**src/rtl/mul8_seq_ctrl_if.sv**
```systemverilog
// Operand/result handshake plus the shared 4x4 multiplier hookup for mul8_seq_ctrl.
// slave is the controller side; master is the requester/multiplier side.
interface mul8_seq_ctrl_if;
    logic        in_valid;
    logic        in_ready;
    logic [7:0]  a;
    logic [7:0]  b;
    logic        out_valid;
    logic        out_ready;
    logic [15:0] p;
    logic        busy;
    logic [3:0]  mul_a;
    logic [3:0]  mul_b;
    logic [7:0]  mul_m;

    modport master (
        output in_valid, a, b, out_ready, mul_m,
        input  in_ready, out_valid, p, busy, mul_a, mul_b
    );

    modport slave (
        input  in_valid, a, b, out_ready, mul_m,
        output in_ready, out_valid, p, busy, mul_a, mul_b
    );
endinterface

```
**src/rtl/mul8_seq_ctrl.sv**
```systemverilog
// Unsigned 8x8 multiply built from four passes through one shared external 4x4 multiplier.
// Partial products are shifted and summed into a 16-bit accumulator, result on valid/ready.
module mul8_seq_ctrl #(
    parameter int unsigned PIPE_MUL = 0
) (
    input logic           clk,
    input logic           rst_n,
    mul8_seq_ctrl_if.slave bus
);

    typedef enum logic [1:0] {StIdle, StMul, StWait, StDone} state_e;

    state_e      state_q;
    logic [7:0]  a_q;
    logic [7:0]  b_q;
    logic [1:0]  step_q;
    logic [15:0] acc_q;
    logic [15:0] pp_q;
    logic [15:0] p_q;
    logic        in_ready_q;
    logic        out_valid_q;
    logic        busy_q;
    logic [3:0]  mul_a_q;
    logic [3:0]  mul_b_q;

    logic [15:0] term;
    logic [15:0] acc_sum;
    logic [1:0]  step_nxt;
    logic [3:0]  mul_a_nxt;
    logic [3:0]  mul_b_nxt;

    // Step bit 0 selects the high multiplicand nibble, bit 1 the high multiplier nibble.
    always_comb begin
        term = 16'h0000;
        case (step_q)
            2'd0:    term = {8'h00, bus.mul_m};
            2'd1,
            2'd2:    term = {4'h0, bus.mul_m, 4'h0};
            default: term = {bus.mul_m, 8'h00};
        endcase
        acc_sum   = acc_q + ((PIPE_MUL != 0) ? pp_q : term);
        step_nxt  = step_q + 2'd1;
        mul_a_nxt = step_nxt[0] ? a_q[7:4] : a_q[3:0];
        mul_b_nxt = step_nxt[1] ? b_q[7:4] : b_q[3:0];
    end

    always_ff @(posedge clk or negedge rst_n) begin
        if (!rst_n) begin
            state_q     <= StIdle;
            a_q         <= 8'h00;
            b_q         <= 8'h00;
            step_q      <= 2'd0;
            acc_q       <= 16'h0000;
            pp_q        <= 16'h0000;
            p_q         <= 16'h0000;
            in_ready_q  <= 1'b1;
            out_valid_q <= 1'b0;
            busy_q      <= 1'b0;
            mul_a_q     <= 4'h0;
            mul_b_q     <= 4'h0;
        end else begin
            case (state_q)
                StIdle: begin
                    if (bus.in_valid) begin
                        a_q        <= bus.a;
                        b_q        <= bus.b;
                        acc_q      <= 16'h0000;
                        pp_q       <= 16'h0000;
                        step_q     <= 2'd0;
                        mul_a_q    <= bus.a[3:0];
                        mul_b_q    <= bus.b[3:0];
                        in_ready_q <= 1'b0;
                        busy_q     <= 1'b1;
                        state_q    <= StMul;
                    end
                end
                StMul: begin
                    // In pipelined mode acc_sum adds the previous step's registered term.
                    acc_q  <= acc_sum;
                    pp_q   <= term;
                    step_q <= step_nxt;
                    if (step_q == 2'd3) begin
                        mul_a_q <= 4'h0;
                        mul_b_q <= 4'h0;
                        if (PIPE_MUL != 0) begin
                            state_q <= StWait;
                        end else begin
                            p_q         <= acc_sum;
                            out_valid_q <= 1'b1;
                            state_q     <= StDone;
                        end
                    end else begin
                        mul_a_q <= mul_a_nxt;
                        mul_b_q <= mul_b_nxt;
                    end
                end
                StWait: begin
                    acc_q       <= acc_sum;
                    p_q         <= acc_sum;
                    out_valid_q <= 1'b1;
                    state_q     <= StDone;
                end
                StDone: begin
                    if (bus.out_ready) begin
                        out_valid_q <= 1'b0;
                        in_ready_q  <= 1'b1;
                        busy_q      <= 1'b0;
                        state_q     <= StIdle;
                    end
                end
                default: state_q <= StIdle;
            endcase
        end
    end

    assign bus.in_ready  = in_ready_q;
    assign bus.out_valid = out_valid_q;
    assign bus.p         = p_q;
    assign bus.busy      = busy_q;
    assign bus.mul_a     = mul_a_q;
    assign bus.mul_b     = mul_b_q;

endmodule

```
**src/flat_wrapper.sv**
```systemverilog
// flat-port wrapper written by rule: the top's interface ports become plain ports
module mul8_seq_ctrl_flat 
#(
    parameter int unsigned PIPE_MUL = 0
)
  (clk, rst_n, bus_in_valid, bus_a, bus_b, bus_out_ready, bus_mul_m, bus_in_ready, bus_out_valid, bus_p, bus_busy, bus_mul_a, bus_mul_b);
  mul8_seq_ctrl_if bus_i ();
  input logic clk;
  input logic rst_n;
  input wire logic [$bits(bus_i.in_valid)-1:0] bus_in_valid;
  input wire logic [$bits(bus_i.a)-1:0] bus_a;
  input wire logic [$bits(bus_i.b)-1:0] bus_b;
  input wire logic [$bits(bus_i.out_ready)-1:0] bus_out_ready;
  input wire logic [$bits(bus_i.mul_m)-1:0] bus_mul_m;
  output wire logic [$bits(bus_i.in_ready)-1:0] bus_in_ready;
  output wire logic [$bits(bus_i.out_valid)-1:0] bus_out_valid;
  output wire logic [$bits(bus_i.p)-1:0] bus_p;
  output wire logic [$bits(bus_i.busy)-1:0] bus_busy;
  output wire logic [$bits(bus_i.mul_a)-1:0] bus_mul_a;
  output wire logic [$bits(bus_i.mul_b)-1:0] bus_mul_b;
  assign bus_i.in_valid = bus_in_valid;
  assign bus_i.a = bus_a;
  assign bus_i.b = bus_b;
  assign bus_i.out_ready = bus_out_ready;
  assign bus_i.mul_m = bus_mul_m;
  assign bus_in_ready = bus_i.in_ready;
  assign bus_out_valid = bus_i.out_valid;
  assign bus_p = bus_i.p;
  assign bus_busy = bus_i.busy;
  assign bus_mul_a = bus_i.mul_a;
  assign bus_mul_b = bus_i.mul_b;
  mul8_seq_ctrl #(.PIPE_MUL(PIPE_MUL)) u_core (.clk(clk), .rst_n(rst_n), .bus(bus_i));
endmodule
```
**config.mk**
```make
export PLATFORM = sky130hd
export DESIGN_NAME = mul8_seq_ctrl_flat
export DESIGN_NICKNAME = d
export VERILOG_FILES = /design/src/rtl/mul8_seq_ctrl_if.sv /design/src/rtl/mul8_seq_ctrl.sv /design/src/flat_wrapper.sv
export SDC_FILE = /design/constraint.sdc
export NUM_CORES = 1
export LEC_CHECK = 0
export CAP_MARGIN = 20
export CELL_PAD_IN_SITES_DETAIL_PLACEMENT = 1
export CELL_PAD_IN_SITES_GLOBAL_PLACEMENT = 2
export CORE_MARGIN = 1.5
export CORE_UTILIZATION = 34
export DETAILED_ROUTE_END_ITERATION = 10
export GPL_TIMING_DRIVEN = 0
export PLACE_DENSITY = 0.84
export SYNTH_ARGS = -nofsm -noshare
export SYNTH_HDL_FRONTEND = slang
export SYNTH_SLANG_ARGS = --single-unit
export TNS_END_PERCENT = 20
```
**constraint.sdc**
```tcl
create_clock -name clk -period 3.6 [get_ports clk]
set_input_delay 0.36 -clock clk [delete_from_list [all_inputs] [get_ports clk]]
set_output_delay 0.36 -clock clk [all_outputs]
set_load 0.005 [all_outputs]
```
==> summary.txt, run 1 <==
Run status
  – Status: completed

Synth
  – Cells after Synth: 375
  – Post-synthesis average cell area: 9.49 um2
  – Count leader, synth: dfrtp_1
  – Unique masters post-synth: 42
  – Synth async-reset ratio: 100%
  – Share of the synthesized area in the top cell type: 43.6%
  – Synth area leader: dfrtp_1
  – Main synth FF type: dfrtp_1
  – Yosys warnings: 0
  – Syn nets: 425
  – Syn Std Cell Area: 3560 um2
  – Post-synth EDFFs: 0
  – Register area share after synthesis: 44.3%
  – Synth cell count leaders: dfrtp_1, nand2_1, o21ai_0
  – Synth Register Bits: 63
  – Synth top area cells: dfrtp_1, ha_1, nand2_1

Finish
  – FILL cells: 1193
  – Antenna Cells: 0
  – Final Util: 43.7%
  – Nets: 489
  – Footprint of the multi-input gates: 1870 um2
  – Share of layout cells above drive strength 1: 7.21%
  – Storage element area: 1580 um2
  – Post-route cell area: 4480 um2
  – Area delta synth->final: 25.7%

Critical path
  – CP arrival: 3.58 ns
  – Critical path required time: 3.83 ns
  – CP Launch Type: register
  – Critical Path Fanout Max: 11
  – Internal reg-to-reg setup slack: 0.25 ns
  – Worst Setup Path Type: reg2reg
  – CP endpoint kind: register

Run
  – Max-cap violations: 0

STA
  – Worst Tran Pin Value: 0.819 ns
  – Final hold vios: 0
  – Final slew viol count: 0
  – Maximum operating frequency: 0.299 GHz
  – Worst clock skew: 0.00778 ns
  – Final min period: 3.35 ns
  – Final setup viols: 0
  – Hold WS: 0.106 ns
  – Unrepaired setup endpoints after global routing: false
  – Period utilization: 93.0%
  – Post-route worst setup slack: 0.250 ns
  – Rel. slew slack: 45.4%
  – Setup TNS: 0 ns

Clock tree
  – Clk slew on worst S/H paths: 0.07 ns
  – H-tree Lvls: 3
  – TritonCTS clock tree: built
  – Largest buffer count on any clock path: 2
  – TritonCTS Sinks: 63
  – Clk root buf: clkbuf_8
  – Num CTS Buffers: 9
  – Post-CTS Hold Fix Bufs: 0
  – Clock Latency Late Sink: 0.35 ns
  – Post-CTS Setup Bufs: 0

Die
  – # rows: 37
  – Core area: 10200 um2
  – Starting Density: 34.8%
  – I/O Pins: 55
  – Die H: 105 um
  – Die width: 105 um
  – Die area: 11100 um2

GRT
  – Vias in the first global route: 3391
  – Total congestion overflow: 0
  – Largest net degree at the start of global routing: 64
  – Initial antenna violation count: 0
  – Global-route wire length before repair: 17000 um
  – Gr usage total: 19.7%

Placed design
  – Placed instance area: 4270 um2
  – Port bufs: 54
  – Routability Congestion: 0.833
  – Setup slack after placement: -0.340 ns
  – DP HPWL: 7380 um

Detailed routing
  – WL final: 10100 um
  – WL/cell: 17.4 um
  – DR iter-0 viols: 60
  – Drt drc: 0
  – DR vias: 3102
  – 1st-pass router iterations: 4
  – Vias per std cell: 5.35
  – Final ANT Viol Nets: 0

Pwr
  – Switching power: 2.24 mW
  – Clk pwr share: 12.5%
  – Max IR drop VDD: 0.394 mV
  – Cell area power density: 1110 nW/um2
  – Pleak: 1.95 nW
  – Comb pwr share: 61.6%
  – Sw Ratio: 45.0%
  – P_int: 2.74 mW
  – Sequential share of power: 25.9%

Min path
  – HP Class: in2async
-- stage by stage --
stage | power, mW | instances
final | 4.99 | 580
after global placement | 4.23 | 565
after floorplan | 3.28 | 375
after global routing | 5.44 | 580
after detailed placement | 4.34 | 565
after CTS | 5.01 | 580
-- final timing paths --
check / startpoint / end / cells past startpoint
min in group clk: u_core.bus.p[4] / u_core.bus.p[4] / 2
max in group asynchronous: rst_n / u_core.bus.busy / 1
worst min-delay path: rst_n / u_core.acc_q[2] / 1
worst max-delay path: u_core.step_q[0] / u_core.acc_q[15] / 12
worst min register to register: u_core.bus.p[4] / u_core.bus.p[4] / 2
worst max register to register: u_core.step_q[0] / u_core.acc_q[15] / 12
-- cell families (layout without fill, tap and decap cells) --
family | Yosys count | in the layout | share of synthesized area [%]
AO/OA/AOI/OAI | 114 | 114 | 21.7
XOR/XNOR | 9 | 9 | 2.21
adder cells (fa/ha/maj) | 22 | 22 | 7.94
buffers and inverters | 35 | 104 | 3.73
flip-flops | 63 | 63 | 44.3
multiplexers | 19 | 19 | 5.69
AND/OR/NAND/NOR | 113 | 113 | 14.4
-- placed cells by master, fill, tap and decap left out, types with 10 or more instances in the layout --
cell	Yosys	layout
nand2_1	59	59
and2_1	11	11
clkbuf_8	0	10
o21a_1	10	10
clkbuf_1	18	19
a21oi_1	20	20
o21ai_0	32	32
inv_1	16	16
mux2_2	10	10
ha_1	21	20
clkdlybuf4s50_1	0	53
dfrtp_1	62	62
nor2_1	13	13
-- repair_timing --
| item | CTS | global route |
|---|---|---|
| endpoints found under the setup margin | 14 | 11 |
| resized for setup | 2 | 3 |
| hold endpoints to repair | 0 | 0 |
-- critical path, cell delays in order, from the launching register on --
cell and delay, ns:
dfrtp_1 0.39, clkbuf_2 0.17, inv_1 0.17, ha_4 0.28, a22oi_1 0.15, nor2_1 0.08, ha_1 0.41, nand2_1 0.11
or3b_1 0.37, buf_2 0.17, a211oi_1 0.47, nor4_1 0.11, a311o_1 0.34
-- layer usage --
| metal | share of wire, % | vias to the layer above | GRT usage (%) | routed length (um) |
|---|---|---|---|---|
| met1 | 45 | 1528 | 24.7 | 4590 |
| met3 | 4.4 | 20 | 3.40 | 445 |
| li1 | - | 1477 | - | - |
| met2 | 47 | 77 | 33.1 | 4790 |
| met5 | 0 | - | 0 | 0 |
| met4 | 2.8 | 0 | 9.10 | 287 |
-- power groups by stage --
stage,clock network (mW),registers [mW],logic (mW)
finish,0.623,1.29,3.07
global route,0.671,1.34,3.43
CTS,0.644,1.30,3.07
detailed placement,0,1.31,3.03
global placement,0,1.29,2.95
floorplan,0,1.26,2.02
-- cell type report --
class                   count  area share, %
clock inverters             3          0.978
flip-flops and latches     63           35.3
clock buffers              13           3.33
multi-input cells         277           41.7
inverters                  16           1.34
plain buffers              18           1.57
well taps                 136           3.80
repair buffers             54           12.0
-- registers in the layout (all words and copies together), names as in the netlist --
name / cells
u_core.a_q: 8
u_core.acc_q: 16
u_core.b_q: 8
u_core.bus.busy: 1
u_core.bus.in_ready: 1
u_core.bus.mul_a: 4
u_core.bus.mul_b: 4
u_core.bus.out_valid: 1
u_core.bus.p: 16
u_core.state_q: 2
u_core.step_q: 2
(Power assumes the default switching activity.)
==> run 2, diff against run 1 <==
Settings changed: CTS_CLUSTER_DIAMETER set to 200.
==> results of run 2 <==
Same layout as run 1: the final DEF is identical, and so are final timing and power.
